===== src/rtl/jtframe_btn_sense_if.sv =====
// jtframe_btn_sense_if: button sense bus between board pins and game/framework logic
//   LVBL       vertical blank, active-low; its falling edge is the frame tick
//   btn_raw    raw asynchronous button pins
//   btn        debounced level, 1 = pressed
//   press      one-clk pulse on debounced 0->1
//   rel        one-clk pulse on debounced 1->0 ("release" is a reserved word)
//   long_press level, high while held for at least LONG frames
//   rpt        auto-repeat pulse (zero unless JTFRAME_BTN_REPEAT_EN)
interface jtframe_btn_sense_if #(parameter int N = 2);
    logic         LVBL;
    logic [N-1:0] btn_raw, btn, press, rel, long_press, rpt;
    modport master(output LVBL, btn_raw, input btn, press, rel, long_press, rpt);
    modport slave(input LVBL, btn_raw, output btn, press, rel, long_press, rpt);
endinterface


===== src/rtl/jtframe_btn_sense.sv =====
// jtframe_btn_sense: per-button synchroniser, frame debouncer, edge and long-press detector
//   rst  asynchronous reset, active-high
//   clk  system clock
//   bus  jtframe_btn_sense_if slave: LVBL, btn_raw in; btn, press, rel, long_press, rpt out
// Optional macro JTFRAME_BTN_REPEAT_EN adds the auto-repeat pulse rpt; otherwise rpt is 0.
module jtframe_btn_sense #(
    parameter int N          = 2,
    parameter int DEB        = 3,
    parameter int LONG       = 60,
    parameter int ACTIVE_LOW = 1
)(
    input logic rst,
    input logic clk,
    jtframe_btn_sense_if.slave bus
);
    localparam logic       REL    = ACTIVE_LOW != 0;
    localparam logic [3:0] DEB_M1 = 4'(DEB - 1);
    localparam logic [7:0] LONG_C = 8'(LONG);
    logic [N-1:0] s0, s1, sync, btn, press, rel, long_press, btn_n, lp_n;
    logic         last_lvbl, tick;
    logic [3:0]   dcnt [N];
    logic [3:0]   dcnt_n [N];
    logic [7:0]   hcnt [N];
    logic [7:0]   hcnt_n [N];
    // flops hold raw pin levels, so the released level is REL; sync is 1 = pressed
    assign sync = s1 ^ {N{REL}};
    always_comb begin
        for (int i = 0; i < N; i++) begin
            dcnt_n[i] = !tick ? dcnt[i] : (sync[i] == btn[i] || dcnt[i] == DEB_M1) ? 4'd0 : dcnt[i] + 4'd1;
            btn_n[i]  = (tick && sync[i] != btn[i] && dcnt[i] == DEB_M1) ? sync[i] : btn[i];
            // the tick that accepts a press does not count towards the hold time
            hcnt_n[i] = !btn_n[i] ? 8'd0 : (tick && btn[i] && hcnt[i] != LONG_C) ? hcnt[i] + 8'd1 : hcnt[i];
            lp_n[i]   = btn_n[i] && hcnt_n[i] == LONG_C;
        end
    end
    always_ff @(posedge clk or posedge rst) begin
        if (rst) begin
            s0         <= {N{REL}};
            s1         <= {N{REL}};
            last_lvbl  <= 1'b0;
            tick       <= 1'b0;
            btn        <= '0;
            press      <= '0;
            rel        <= '0;
            long_press <= '0;
            for (int i = 0; i < N; i++) begin
                dcnt[i] <= 4'd0;
                hcnt[i] <= 8'd0;
            end
        end else begin
            s0         <= bus.btn_raw;
            s1         <= s0;
            last_lvbl  <= bus.LVBL;
            tick       <= !bus.LVBL && last_lvbl;
            btn        <= btn_n;
            press      <= btn_n & ~btn;
            rel        <= ~btn_n & btn;
            long_press <= lp_n;
            dcnt       <= dcnt_n;
            hcnt       <= hcnt_n;
        end
    end
    assign bus.btn        = btn;
    assign bus.press      = press;
    assign bus.rel        = rel;
    assign bus.long_press = long_press;
`ifdef JTFRAME_BTN_REPEAT_EN
    logic [3:0]   rcnt [N];
    logic [3:0]   rcnt_n [N];
    logic [N-1:0] rpt, rpt_n;
    // first pulse on the long-press rise, then one every 8 ticks as rcnt wraps 7->0
    always_comb begin
        for (int i = 0; i < N; i++) begin
            rcnt_n[i] = !lp_n[i] ? 4'd0 : (tick && long_press[i]) ? (rcnt[i] == 4'd7 ? 4'd0 : rcnt[i] + 4'd1) : rcnt[i];
            rpt_n[i]  = lp_n[i] && (!long_press[i] || (tick && rcnt[i] == 4'd7));
        end
    end
    always_ff @(posedge clk or posedge rst) begin
        if (rst) begin
            rpt <= '0;
            for (int i = 0; i < N; i++) rcnt[i] <= 4'd0;
        end else begin
            rpt  <= rpt_n;
            rcnt <= rcnt_n;
        end
    end
    assign bus.rpt = rpt;
`else
    assign bus.rpt = '0;
`endif
endmodule


===== src/flat_wrapper.sv =====
// flat-port wrapper written by rule: the top's interface ports become plain ports
module jtframe_btn_sense_flat 
#(
    parameter int N          = 2,
    parameter int DEB        = 3,
    parameter int LONG       = 60,
    parameter int ACTIVE_LOW = 1
)
  (rst, clk, bus_LVBL, bus_btn_raw, bus_btn, bus_press, bus_rel, bus_long_press, bus_rpt);
  jtframe_btn_sense_if #(.N(N)) bus_i ();
  input logic rst;
  input logic clk;
  input wire logic [$bits(bus_i.LVBL)-1:0] bus_LVBL;
  input wire logic [$bits(bus_i.btn_raw)-1:0] bus_btn_raw;
  output wire logic [$bits(bus_i.btn)-1:0] bus_btn;
  output wire logic [$bits(bus_i.press)-1:0] bus_press;
  output wire logic [$bits(bus_i.rel)-1:0] bus_rel;
  output wire logic [$bits(bus_i.long_press)-1:0] bus_long_press;
  output wire logic [$bits(bus_i.rpt)-1:0] bus_rpt;
  assign bus_i.LVBL = bus_LVBL;
  assign bus_i.btn_raw = bus_btn_raw;
  assign bus_btn = bus_i.btn;
  assign bus_press = bus_i.press;
  assign bus_rel = bus_i.rel;
  assign bus_long_press = bus_i.long_press;
  assign bus_rpt = bus_i.rpt;
  jtframe_btn_sense #(.N(N), .DEB(DEB), .LONG(LONG), .ACTIVE_LOW(ACTIVE_LOW)) u_core (.rst(rst), .clk(clk), .bus(bus_i));
endmodule

===== config.mk =====
export PLATFORM = sky130hd
export DESIGN_NAME = jtframe_btn_sense_flat
export DESIGN_NICKNAME = d
export VERILOG_FILES = /design/src/rtl/jtframe_btn_sense_if.sv /design/src/rtl/jtframe_btn_sense.sv /design/src/flat_wrapper.sv
export SDC_FILE = /design/constraint.sdc
export NUM_CORES = 1
export LEC_CHECK = 0
export BUFFER_PORTS_ARGS = -buffer_cell sky130_fd_sc_hd__buf_2
export CAP_MARGIN = 25
export CORE_AREA = 3 3 70 72
export CTS_CLUSTER_SIZE = 10
export DETAILED_ROUTE_END_ITERATION = 10
export DIE_AREA = 0 0 73 75
export HOLD_SLACK_MARGIN = 0.05
export SYNTH_ARGS = -nofsm -noshare
export SYNTH_HDL_FRONTEND = slang
export SYNTH_SLANG_ARGS = --single-unit

===== constraint.sdc =====
create_clock -name clk -period 3.62 [get_ports clk]
set_clock_uncertainty 0.1 [all_clocks]
set_input_delay 0.724 -clock clk [delete_from_list [all_inputs] [get_ports clk]]
set_output_delay 0.724 -clock clk [all_outputs]
set_load 0.02 [all_outputs]

== Word-level counts from Yosys, hierarchy flattened ==
Index checks and enable logic that the tools add are counted.
Storage, ports and cells
  bits in registers: 38
  bits of input ports: 5
  word-level logic and storage cells: 53
Cells by class
  $add $sub $neg: 4
  equal/unequal tests: 10
  multiplexer cells: 8
  bitwise operators: 5
  reductions and logical operators: 14
Operators with widths (count)
  two-way mux 8 bit: 4
  adder 8 x 1 -> 8 bit, second input constant: 2
  == test 8 x 6 -> 1 bit, second input constant: 2
  inequality test 8 x 6 -> 1 bit, second input constant: 2
  logical AND 1 bit: 11
  adder 4 x 1 -> 4 bit, second input constant: 2
  == test 4 x 2 -> 1 bit, second input constant: 2
  two-way mux 4 bit: 2
  NOT 2 bit: 3
  bitwise AND 2 bit: 2
  == test 1 bit: 2
  logical OR 1 bit: 2
  two-way mux 1 bit: 2
  inequality test 1 bit: 2
  zero test 1 bit: 1

== Depth between registers and ports, before layout ==
Gate-level depths: netlist of the first run.
  depth after elaboration: 8
  gate-level depth with buffers: 8
  gate-level depth less buffers: 7

== Least setup slack after synthesis of the first run ==
OpenSTA, ideal clock, no wires.
  path kind: reg2reg
  from: register u_core.dcnt[4] (netlist name)
  to: register u_core.long_press[0], in the netlist u_core.bus.long_press[0]
  arrival time: 1.598 ns
  setup slack: 1.797 ns
  stages on the path, launching flop included: 8
  path buffers: 0
  clock period less this slack: 1.823 ns
  cells stage by stage: dfrtp_1 > inv_1 > ha_1 > nor3b_1 > nand2_1 > mux2i_1 > nand2b_1 > nor4_1
On the way
  longest elaborated chain between the ends: 6
Ends and longest elaborated chain
  start, declared: RTL line jtframe_btn_sense.sv:21  | logic [3:0] dcnt [N];
  start signal, assigned: RTL line jtframe_btn_sense.sv:59  | dcnt <= dcnt_n;
  == test 4 x 2 -> 1 bit (*): RTL line jtframe_btn_sense.sv:30  | btn_n[i] = (tick && sync[i] != btn[i] && dcnt[i] == DEB_M1) ? sync[i] : btn[i];
  logical AND 1 bit (*): RTL line jtframe_btn_sense.sv:30
  two-way mux 1 bit (*): RTL line jtframe_btn_sense.sv:30
  two-way mux 8 bit: RTL line jtframe_btn_sense.sv:32  | hcnt_n[i] = !btn_n[i] ? 8'd0 : (tick && btn[i] && hcnt[i] != LONG_C) ? hcnt[i] + 8'd1 : hcnt[i];
  == test 8 x 6 -> 1 bit: RTL line jtframe_btn_sense.sv:33  | lp_n[i] = btn_n[i] && hcnt_n[i] == LONG_C;
  logical AND 1 bit (*): RTL line jtframe_btn_sense.sv:33
  named net u_core.lp_n[0]: RTL line jtframe_btn_sense.sv:19  | logic [N-1:0] s0, s1, sync, btn, press, rel, long_press, btn_n, lp_n;
  end signal, assigned: RTL line jtframe_btn_sense.sv:58  | long_press <= lp_n;
  end, declared: RTL line jtframe_btn_sense.sv:19
The timed path passes the listed nets; every way through them passes the cells marked *.
A chain may end at the register's enable or synchronous reset.

== Worst setup path after layout of the first run ==
Same ends and word-level chain as after synthesis.

==> impl_results.md, run 1 <==
* Outcome: finished clean
* Setup TNS at 0 ns
* Vias per inst at 5.507
* HP Class: reg2reg
* CP Capture Type: register
* DP HPWL at about 2700 um
* Hold-fix buffers, CTS at 0
* Critical path type: reg2reg
* Combinational fraction of design power at 21.9%
* P&R area growth vs syn at 8.066%
* Final Hold Fails at 0
* Power density cells at 483.4 nW/um^2
* Clock Power Share at 28.6%
* Fin cells at 276
* Final setup margin at 1.421 ns
* Part of the Yosys area used for sequential elements at 46.33%
* Mapped Cells at between 200 and 250
* Sw Share at 33.67%
* CTS tree: done
* # diodes at 0
* Chip width at 73 um
* Max Clk Rate at 454.8 MHz
* Most frequent cells after synthesis: dfrtp_1, nor2_1, nand2_1, inv_1, o21ai_0
* Final ANT Viol Nets at 0
* Largest net degree at the start of global routing at 24
* Vias in the first global route at between 1,000 and 1,500
* Critical Path AT at 2.28 ns
* Synth Warn # at 0
* Port Buffers at 12
* Gpl congestion at 0.8380
* Leakage at 1.014 nW
* Area of the core at 4354 sq um
* Pre-Repair DR Iteration Count at 4
* Clock transition at the registers of the reported paths at 0.08 ns
* Most instantiated library cell after synthesis: dfrtp_1
* Max-Slew Margin vs Limit at 44.48%
* Post-cts gate resize count at 0
* Final setup fails at 0
* H-tree Lvls at 2
* Post-CTS Setup Bufs at 0
* Fin crit share at 60.74%
* Fin. max-slew vios at 0
* Vias after detailed routing at 1,520
* Wirelength, routed at 3723 um
* Setup WS pre-CTS at around 1.4 ns
* Top FF cell, synth: dfrtp_1
* Main area contributors after synthesis: dfrtp_1, dfstp_2, ha_1
* Sink Count at 38
* Placed insts at 268
* NumNets Final at approximately 240
* P_sw at approximately 0.00036 W
* Deepest clock path buffer count at 2
* Starting Density at 47.39%
* CTS Root Cell: clkbuf_8
* Int Power at 0.0007149 W
* Sequential Power Share at 49.5%
* Die H at 75 um
* Clk_lat worst skew at 0.29 ns
* Largest area contributor in the netlist: dfrtp_1
* Share of layout cells above drive strength 1 at 15.18%
* Data required, critical path at 3.70 ns
* Max-cap violations at 0
* Std cell rows at 24
* Post-synthesis async set-or-reset flop share at 100.0%
* Cts bufs inserted at 5
* Number of flops mapped to enable cells by yosys at 0
* Synth Register Bits at 38
* Grt total ovfl at 0
* First-pass GRT wire length at approximately 6700 um
* Number of remaining DRC errors at 0
* WL/cell at between 10 and 15 um
* Initial antenna violation count at 0
* Worst VDD drop at 0.2316 mV
* IO Pins at 15
* Die area at 5475 sq um
* RSZ-0062 raised after global routing: false
* Crit path launch type: register
* Overall power at 0.001078 W
* Post-Syn Area at 2063 sq um
* DR iter-0 viols at 61
* Distinct cells, synth at approximately 50
* Max Fanout on Critical Path at 10
* GRT Total Usage at 15.87%
* Final core utilization at around half
* Minimum clock period at 2.199 ns
* Synth top area share at a little over 40%
* Syn Area/Cell at 9.687 sq um
* Slew @ Worst Pin at 0.8096 ns
[path summary, 6_finish.rpt]
kind	start	end	slack, ns	depth (start not counted)
min in group asynchronous	rst	u_core.hcnt[2]$_DFF_PP0_	0.49	2
setup reg to reg	u_core.dcnt[4]$_DFFE_PP0P_	u_core.bus.long_press[0]$_DFF_PP0_	1.42	7
hold / removal	u_core.s0[1]$_DFF_PP1_	u_core.s1[1]$_DFF_PP1_	0.26	0
hold reg to reg	u_core.s0[1]$_DFF_PP1_	u_core.s1[1]$_DFF_PP1_	0.26	0
max in group asynchronous	rst	u_core.s0[0]$_DFF_PP1_	2.14	3
setup / recovery	u_core.dcnt[4]$_DFFE_PP0P_	u_core.bus.long_press[0]$_DFF_PP0_	1.42	7
[flip-flops by register name (all words and copies together) (netlist names)]
name and count:
u_core.s0 2, u_core.bus.rel 2, u_core.bus.long_press 2, u_core.tick 1, u_core.hcnt 16, u_core.dcnt 8, u_core.bus.btn 2, u_core.last_lvbl 1
u_core.s1 2, u_core.bus.press 2
[critical path, stage by stage, from the launching register on]
cell and delay, ns:
dfrtp_1 0.41, inv_1 0.10, ha_1 0.14, nor3b_1 0.27, nand2_1 0.15, mux2i_1 0.68
nand2b_1 0.19, nor4_1 0.05
[placed cells by master, fill, tap and decap left out, types with 2 or more instances in the layout]
master	count
dfstp_2	4
xor2_1	3
a21o_1	3
nand2b_1	4
mux2i_1	2
a31oi_1	4
xnor2_1	6
ha_1	8
and3_1	2
a211oi_1	3
nand4bb_1	2
dfrtp_1	34
and4_1	4
nand4_1	2
nand2_1	16
and2_1	3
nor3b_1	2
nor2b_1	3
nand3_1	9
mux2_2	2
clkbuf_8	6
and4bb_1	2
nand3b_1	3
inv_1	14
nor3_1	3
a21oi_1	8
buf_2	12
o21ai_0	10
or3_1	2
a21oi_2	2
nor2_1	24
conb_1	2
[per-layer routing]
layer  up-vias  track usage (%)  share of wire [%]
met5         -                0                  0
met4         0            5.533                1.6
met3         6            4.806                3.4
met2        22            28.30                 51
met1       734            18.01                 44
li1        758                -                  -
[area by class of cell]
cell class / instances / area (sq um)
tap: 52 / 65.06
inverter: 14 / 52.55
clock buffer: 6 / 82.58
fill: 405 / 2125
timing repair buffer: 13 / 67.56
multi-input combinational: 151 / 993.5
clock inverter: 2 / 12.51
sequential: 38 / 955.9
[cell families (layout without fill, tap and decap cells)]
family | after synthesis | in the layout | share of synthesized area [%]
buffers and inverters | 25 | 35 | 5.700
DFF | 38 | 38 | 46.33
and+or+nand+nor | 87 | 87 | 23.29
muxes | 4 | 4 | 2.062
adders and majority gates | 8 | 8 | 4.852
xor gates and xnor gates | 9 | 9 | 3.821
other | 1 | 2 | 0.1818
AOI/OAI and AO/OA | 41 | 41 | 13.77
[stage by stage]
step	instance area (sq um)	hold slack (ns)
6_report	2230	0.2578
5_1_grt	2230	0.2593
4_1_cts	2230	0.2585
3_5_place_dp	2135	0.2475
3_3_place_gp	2135	0.2478
2_1_floorplan	2067	0.2452
[power by group through the flow]
stage / Sequential (W) / Combinational, W / Clock, W
after floorplan: 0.000526 / 0.000190 / 0
after global placement: 0.000536 / 0.000227 / 0
after detailed placement: 0.000541 / 0.000239 / 0
after CTS: 0.000534 / 0.000240 / 0.000322
after global routing: 0.000544 / 0.000272 / 0.000332
final: 0.000533 / 0.000236 / 0.000308
Note: power is estimated with default switching activity, not from simulation.
==> run 2: changes to the inputs <==
--- a/config.mk
+++ b/config.mk
@@ -12,6 +12,7 @@
 export DETAILED_ROUTE_END_ITERATION = 10
 export DIE_AREA = 0 0 73 75
 export HOLD_SLACK_MARGIN = 0.05
+export PLACE_DENSITY = 0.67
 export SYNTH_ARGS = -nofsm -noshare
 export SYNTH_HDL_FRONTEND = slang
 export SYNTH_SLANG_ARGS = --single-unit
==> constraint.sdc (replaced) <==
create_clock -name clk -period 1.8 [get_ports clk]
set_clock_uncertainty 0.1 [all_clocks]
set_input_delay 0.36 -clock clk [delete_from_list [all_inputs] [get_ports clk]]
set_output_delay 0.36 -clock clk [all_outputs]
set_load 0.02 [all_outputs]
==> impl_results.md, run 2 (synthesized netlist as in run 1, its figures left out) <==
* Fin. max-slew vios at 0 (unchanged)
* Cts bufs inserted at 5 (unchanged)
* Placed Area at 2341 sq um (was 2135 sq um)
* Sink Count at 38 (unchanged)
* Die area at 5475 sq um (unchanged)
* P&R area growth vs syn at 26.44% (was 8.066%)
* NumNets Final at 275 (was 236)
* H-tree Lvls at 2 (unchanged)
* Crit path launch type: register (unchanged)
* Worst VDD drop at 0.6506 mV (was 0.2316 mV)
* Final setup fails at 3 (was 0)
* RSZ-0062 raised after global routing: true (was false)
* Area of the core at 4354 sq um (unchanged)
* Failing checks: setup timing
* Final Hold Fails at 0 (unchanged)
* Registers with the most flip-flops: u_core.hcnt x16, u_core.dcnt x8 (unchanged)
* Outcome: finished with violations (was finished clean)
* Minimum clock period at 1.873 ns (was 2.199 ns)
* Final Cell Area at 2609 sq um (was 2230 sq um)
* Final core utilization at 59.91% (was 51.21%)
* # diodes at 0 (unchanged)
* Placed insts at 295 (was 268)
* Die H at 75 um (unchanged)
* Max-cap violations at 0 (unchanged)
* Fin crit share at 104.0% (was 60.74%)
* Initial antenna violation count at 0 (unchanged)
* Number of remaining DRC errors at 0 (unchanged)
* Max Clk Rate at 534.0 MHz (was 454.8 MHz)
* Critical path type: reg2reg (unchanged)
* Final ANT Viol Nets at 0 (unchanged)
* Data required, critical path at 1.89 ns (was 3.70 ns)
* Chip width at 73 um (unchanged)
* Critical Path AT at 1.97 ns (was 2.28 ns)
* Largest register FFs at 16 (unchanged)
* CTS tree: done (unchanged)
* Setup TNS at -0.1299 ns (was 0 ns)
* Final setup margin at -0.07259 ns (was 1.421 ns)
* First-pass GRT wire length at 7320 um (was 6651 um)
* Share of layout cells above drive strength 1 at 33.08% (was 15.18%)
* Starting Density at 47.39% (unchanged)
* CTS Root Cell: clkbuf_8 (unchanged)
* Largest net degree at the start of global routing at 39 (was 24)
* Gpl congestion at 0.8348 (was 0.8380)
* Vias per inst at 5.321 (was 5.507)
* Register with the most flip-flops: u_core.hcnt (unchanged)
* GRT Total Usage at 17.46% (was 15.87%)
* CP Capture Type: register (unchanged)
* WL/cell at 13.69 um (was 13.49 um)
* Deepest clock path buffer count at 2 (unchanged)
* Grt total ovfl at 0 (unchanged)
* DR iter-0 viols at 153 (was 61)
* IO Pins at 15 (unchanged)
* Overall power at 0.002489 W (was 0.001078 W)
* Power density cells at 954.3 nW/um^2 (was 483.4 nW/um^2)
* Max Fanout on Critical Path at 7 (was 10)
* Vias in the first global route at 1,658 (was 1,494)
* Wirelength, routed at 4312 um (was 3723 um)
* Vias after detailed routing at 1,676 (was 1,520)
* Commonest non-fill, non-tap cells in the layout: buf_4, dfrtp_1, nor2_1 (was dfrtp_1, nor2_1, nand2_1)
* DP HPWL at 2798 um (was 2732 um)
* HP Class: in2async (was reg2reg)
* Commonest non-fill, non-tap cell in the layout: buf_4 (was dfrtp_1)
* R2R cell count at 8 (was 7)
* Leakage at 1.227 nW (was 1.014 nW)
* Clk_lat worst skew at 0.30 ns (was 0.29 ns)
* Fin cells at 315 (was 276)
* Port Buffers at 12 (unchanged)
* Pre-Repair DR Iteration Count at 4 (unchanged)
* Std cell rows at 24 (unchanged)
* Clock transition at the registers of the reported paths at 0.08 ns (about the same)
run 2: cell types whose count changed in the layout (fill, tap and decap cells not counted), moves of 2 or more:
| cell | previous run | this run |
|---|---|---|
| inv_2 | 0 | 4 |
| ha_4 | 0 | 2 |
| buf_4 | 1 | 39 |
| ha_1 | 8 | 6 |
| a211oi_2 | 0 | 2 |
| inv_1 | 14 | 10 |
| a211oi_1 | 3 | 1 |
run 2: where the power goes:
group | switching, W | internal (W) | leakage [nW] | total, W
Clock | 0.000315 | 0.000408 | 0.0579 | 0.000723
Sequential | 0.0000940 | 0.000946 | 0.506 | 0.00104
Combinational | 0.000382 | 0.000345 | 0.663 | 0.000727
run 2: area by class of cell:
cell class                 count  area (sq um)
clock inverter                 3         40.04
fill                         360          1745
inverter                      14         52.55
tap                           52         65.06
multi-input combinational    151          1064
timing repair buffer          52         362.8
clock buffer                   5         68.82
sequential                    38         955.9
run 2: through the flow:
stage / worst slack [ns] / hold slack [ns]
6_report: -0.07259 / 0.06127
4_1_cts: 0.002082 / 0.05209
3_3_place_gp: 0.03676 / 0.2460
2_1_floorplan: -0.0009093 / 0.2452
5_1_grt: -0.1338 / 0.05216
3_5_place_dp: 0.00009714 / 0.2472
run 2: repair_timing:
action                                  4_1_cts  5_1_grt
hold endpoints to repair                      1        0
resized for setup                             5       12
hold buffers                                  1        0
setup buffers                                 7        4
endpoints found under the setup margin        1       11
pin swaps                                     2        7
run 2: final timing paths:
kind,endpoint,slack [ns],from
worst max-delay path,u_core.hcnt[11]$_DFF_PP0_,-0.07,u_core.hcnt[8]$_DFF_PP0_
worst min-delay path,u_core.hcnt[13]$_DFF_PP0_,0.06,rst
worst max register to register,u_core.hcnt[11]$_DFF_PP0_,-0.07,u_core.hcnt[8]$_DFF_PP0_
worst min register to register,u_core.s1[0]$_DFF_PP1_,0.26,u_core.s0[0]$_DFF_PP1_
max in group asynchronous,u_core.s0[1]$_DFF_PP1_,1.17,rst
min in group clk,u_core.s0[1]$_DFF_PP1_,0.06,bus_btn_raw[1]
run 2: critical path: stages (launching register included):
cell and delay [ns]:
dfrtp_1 0.41, inv_2 0.09, ha_4 0.15, nand2b_4 0.06, o41a_4 0.50, buf_4 0.15, nand4_1 0.09, xor2_1 0.16
nor2_1 0.06
run 2: routing by layer:
layer / routed length [um] / vias to the layer above / part of all wire [%] / global-route usage (%)
met3: 201 / 13 / 4.7 / 5.607
met4: 121 / 0 / 2.8 / 7.992
li1: - / 842 / - / -
met5: 0 / - / 0 / 0
met1: 1934 / 783 / 45 / 21.41
met2: 2053 / 38 / 48 / 28.10
==> run 3: changes to the inputs <==
--- a/config.mk
+++ b/config.mk
@@ -5,12 +5,13 @@
 export SDC_FILE = /design/constraint.sdc
 export NUM_CORES = 1
 export LEC_CHECK = 0
+export ABC_AREA = 1
 export BUFFER_PORTS_ARGS = -buffer_cell sky130_fd_sc_hd__buf_2
 export CAP_MARGIN = 25
-export CORE_AREA = 3 3 70 72
+export CORE_AREA = 3 3 71 73
 export CTS_CLUSTER_SIZE = 10
 export DETAILED_ROUTE_END_ITERATION = 10
-export DIE_AREA = 0 0 73 75
+export DIE_AREA = 0 0 74 76
 export HOLD_SLACK_MARGIN = 0.05
 export PLACE_DENSITY = 0.67
 export SYNTH_ARGS = -nofsm -noshare
==> impl_results.md, run 3 <==
* Outcome: finished clean (was finished with violations)
* Deepest clock path buffer count at 2 (unchanged)
* GRT Total Usage at 16.27% (was 17.46%)
* H-tree Lvls at 2 (unchanged)
* Data required, critical path at 1.90 ns (was 1.89 ns)
* Number of flops mapped to enable cells by yosys at 0 (unchanged)
* Initial antenna violation count at 0 (unchanged)
* Critical path type: reg2reg (unchanged)
* Fin. max-slew vios at 0 (unchanged)
* DR iter-0 viols at 70 (was 153)
* Commonest non-fill, non-tap cell in the layout: nand2_1 (was buf_4)
* Mapped Cells at 272 (was 213)
* Die area at 5624 sq um (was 5475 sq um)
* Grt total ovfl at 0 (unchanged)
* Worst flop-to-flop path startpoint: u_core.hcnt[8]$_DFF_PP0_ (unchanged)
* CP Capture Type: register (unchanged)
* Overall power at 0.002823 W (was 0.002489 W)
* Area of the core at 4414 sq um (was 4354 sq um)
* Vias after detailed routing at 1,779 (was 1,676)
* Starting Density at 48.36% (was 47.39%)
* Gpl congestion at 0.7962 (was 0.8348)
* Final setup margin at 0.02591 ns (was -0.07259 ns)
* Crit. Startpoint: u_core.hcnt[8]$_DFF_PP0_ (unchanged)
* IO Pins at 15 (unchanged)
* First-pass GRT wire length at 7341 um (was 7320 um)
* Part of the Yosys area used for sequential elements at 44.78% (was 46.33%)
* DP HPWL at 3054 um (was 2798 um)
* Wirelength, routed at 4348 um (was 4312 um)
* Post-synthesis async set-or-reset flop share at 100.0% (unchanged)
* Final Cell Area at 2520 sq um (was 2609 sq um)
* Largest area contributor in the netlist: dfrtp_1 (unchanged)
* Clk_lat worst skew at 0.30 ns (about the same)
* Minimum clock period at 1.774 ns (was 1.873 ns)
* Commonest non-fill, non-tap cells in the layout: nand2_1, inv_1, dfrtp_1 (was buf_4, dfrtp_1, nor2_1)
* Max Clk Rate at 563.7 MHz (was 534.0 MHz)
* Post-Syn Area at 2135 sq um (was 2063 sq um)
* Chip width at 74 um (was 73 um)
* Synth top area share at 39.86% (was 41.24%)
* Top FF cell, synth: dfrtp_1 (unchanged)
* Setup WS pre-CTS at 0.1031 ns (was 0.00009714 ns)
* Registers with the most flip-flops: u_core.hcnt x16, u_core.dcnt x8 (unchanged)
* Critical Path AT at 1.87 ns (was 1.97 ns)
* Final ANT Viol Nets at 0 (unchanged)
* # diodes at 0 (unchanged)
* Crit path launch type: register (unchanged)
* Main area contributors after synthesis: dfrtp_1, nand2_1, inv_1 (was dfrtp_1, dfstp_2, ha_1)
* Syn Area/Cell at 7.848 sq um (was 9.687 sq um)
* Synth Warn # at 0 (unchanged)
* Most instantiated library cell after synthesis: nand2_1 (was dfrtp_1)
* Power density cells at 1120 nW/um^2 (was 954.3 nW/um^2)
* Setup TNS at 0 ns (was -0.1299 ns)
* Distinct cells, synth at 27 (was 51)
* Max Fanout on Critical Path at 4 (was 7)
* Worst VDD drop at 0.6617 mV (was 0.6506 mV)
* Die H at 76 um (was 75 um)
* WL/cell at 12.28 um (was 13.69 um)
* Std cell rows at 24 (unchanged)
* Fin crit share at 98.56% (was 104.0%)
* Hold wc startpoint: bus_btn_raw[0]
* Sink Count at 38 (unchanged)
* Placed Area at 2266 sq um (was 2341 sq um)
* HP Class: in2reg (was in2async)
* Most frequent cells after synthesis: nand2_1, inv_1, dfrtp_1, nand3_1, nor2_1 (was dfrtp_1, nor2_1, nand2_1, inv_1, o21ai_0)
* NumNets Final at 314 (was 275)
* Vias in the first global route at 1,702 (was 1,658)
* Share of layout cells above drive strength 1 at 22.19% (was 33.08%)
* Cts bufs inserted at 5 (unchanged)
* Synth Register Bits at 38 (unchanged)
* Pre-Repair DR Iteration Count at 4 (unchanged)
* Clock transition at the registers of the reported paths at 0.08 ns (about the same)
* Leakage at 1.395 nW (was 1.227 nW)
* Vias per inst at 5.025 (was 5.321)
* P&R area growth vs syn at 18.05% (was 26.44%)
* Register with the most flip-flops: u_core.hcnt (unchanged)
* Final Hold Fails at 0 (unchanged)
* Max-cap violations at 0 (unchanged)
* Number of remaining DRC errors at 0 (unchanged)
* Port Buffers at 12 (unchanged)
* CTS tree: done (unchanged)
* Largest register FFs at 16 (unchanged)
* CTS Root Cell: clkbuf_8 (unchanged)
* Largest net degree at the start of global routing at 26 (was 39)
* Final setup fails at 0 (was 3)
-- run 3: cell types whose count changed after synthesis, moves of 6 or more --
| cell | change |
|---|---|
| o21ai_0 | -6 |
| nand3_1 | +19 |
| nand2_2 | +7 |
| buf_2 | -6 |
| inv_1 | +30 |
| nand2_1 | +60 |
-- run 3: critical path, stage by stage, from the launching register on --
cell	delay, ns
dfrtp_1	0.43
inv_2	0.07
ha_1	0.16
nor3b_4	0.26
buf_4	0.17
nand2_4	0.06
nand3b_1	0.10
nand3_1	0.10
nand2_1	0.08
inv_1	0.04
nand2_1	0.07
nor2_2	0.03
-- run 3: area by class of cell --
cell class | count | area, sq um
Timing Repair Buffer | 24 | 155.1
Clock buffer | 6 | 82.58
Clock inverter | 2 | 60.06
Fill cell | 401 | 1894
Tap cell | 52 | 65.06
Inverter | 48 | 186.4
Sequential cell | 38 | 957.2
Multi-Input combinational cell | 184 | 1013
-- run 3: timing repair --
item                                   4_1_cts  5_1_grt
endpoints found under the hold margin       34        1
setup endpoints to repair                    0        1
buffers inserted                             0        6
hold buffers                                 1        1
gates resized for setup                      0       12
-- run 3: layer usage --
layer | routed length, um | global-route usage [%] | vias to the layer above
met5 | 0 | 0 | -
met4 | 105 | 6.341 | 0
met3 | 206 | 3.958 | 11
met2 | 2134 | 26.60 | 44
met1 | 1902 | 20.27 | 830
li1 | - | - | 894
-- run 3: report_power, final --
part           switching, W  internal, W  total [W]
combinational      0.000498     0.000304   0.000801
sequential         0.000129     0.000980    0.00111
clock              0.000320     0.000591   0.000912
total              0.000947      0.00188    0.00282
-- run 3: final timing paths --
path	end	slack (ns)	depth (start not counted)
min in group asynchronous	u_core.dcnt[4]$_DFFE_PP0P_	0.51	4
hold reg to reg	u_core.s1[0]$_DFF_PP1_	0.26	0
max in group asynchronous	u_core.s0[1]$_DFF_PP1_	0.73	4
hold / removal	u_core.s0[0]$_DFF_PP1_	0.06	1
setup reg to reg	u_core.bus.long_press[0]$_DFF_PP0_	0.03	11
setup / recovery	u_core.bus.long_press[0]$_DFF_PP0_	0.03	11
-- run 3: stage by stage --
step	hold slack, ns	utilization (%)	cells
after floorplan	0.2452	-	273
after global placement	0.2453	51.33	337
after detailed placement	0.2473	51.33	337
after CTS	0.05205	54.79	346
after global routing	0.05361	57.09	354
final	0.05719	57.09	354
-- run 3: cells by family (layout without fill, tap and decap cells) --
group | after synthesis | in the layout | synth area share [%]
simple gates | 156 | 157 | 35.11
buf+inv | 52 | 80 | 9.906
flops | 38 | 38 | 44.78
compound gates | 10 | 10 | 2.462
fa+ha+maj | 8 | 8 | 4.690
xor+xnor | 7 | 7 | 2.872
other cells | 1 | 2 | 0.1757
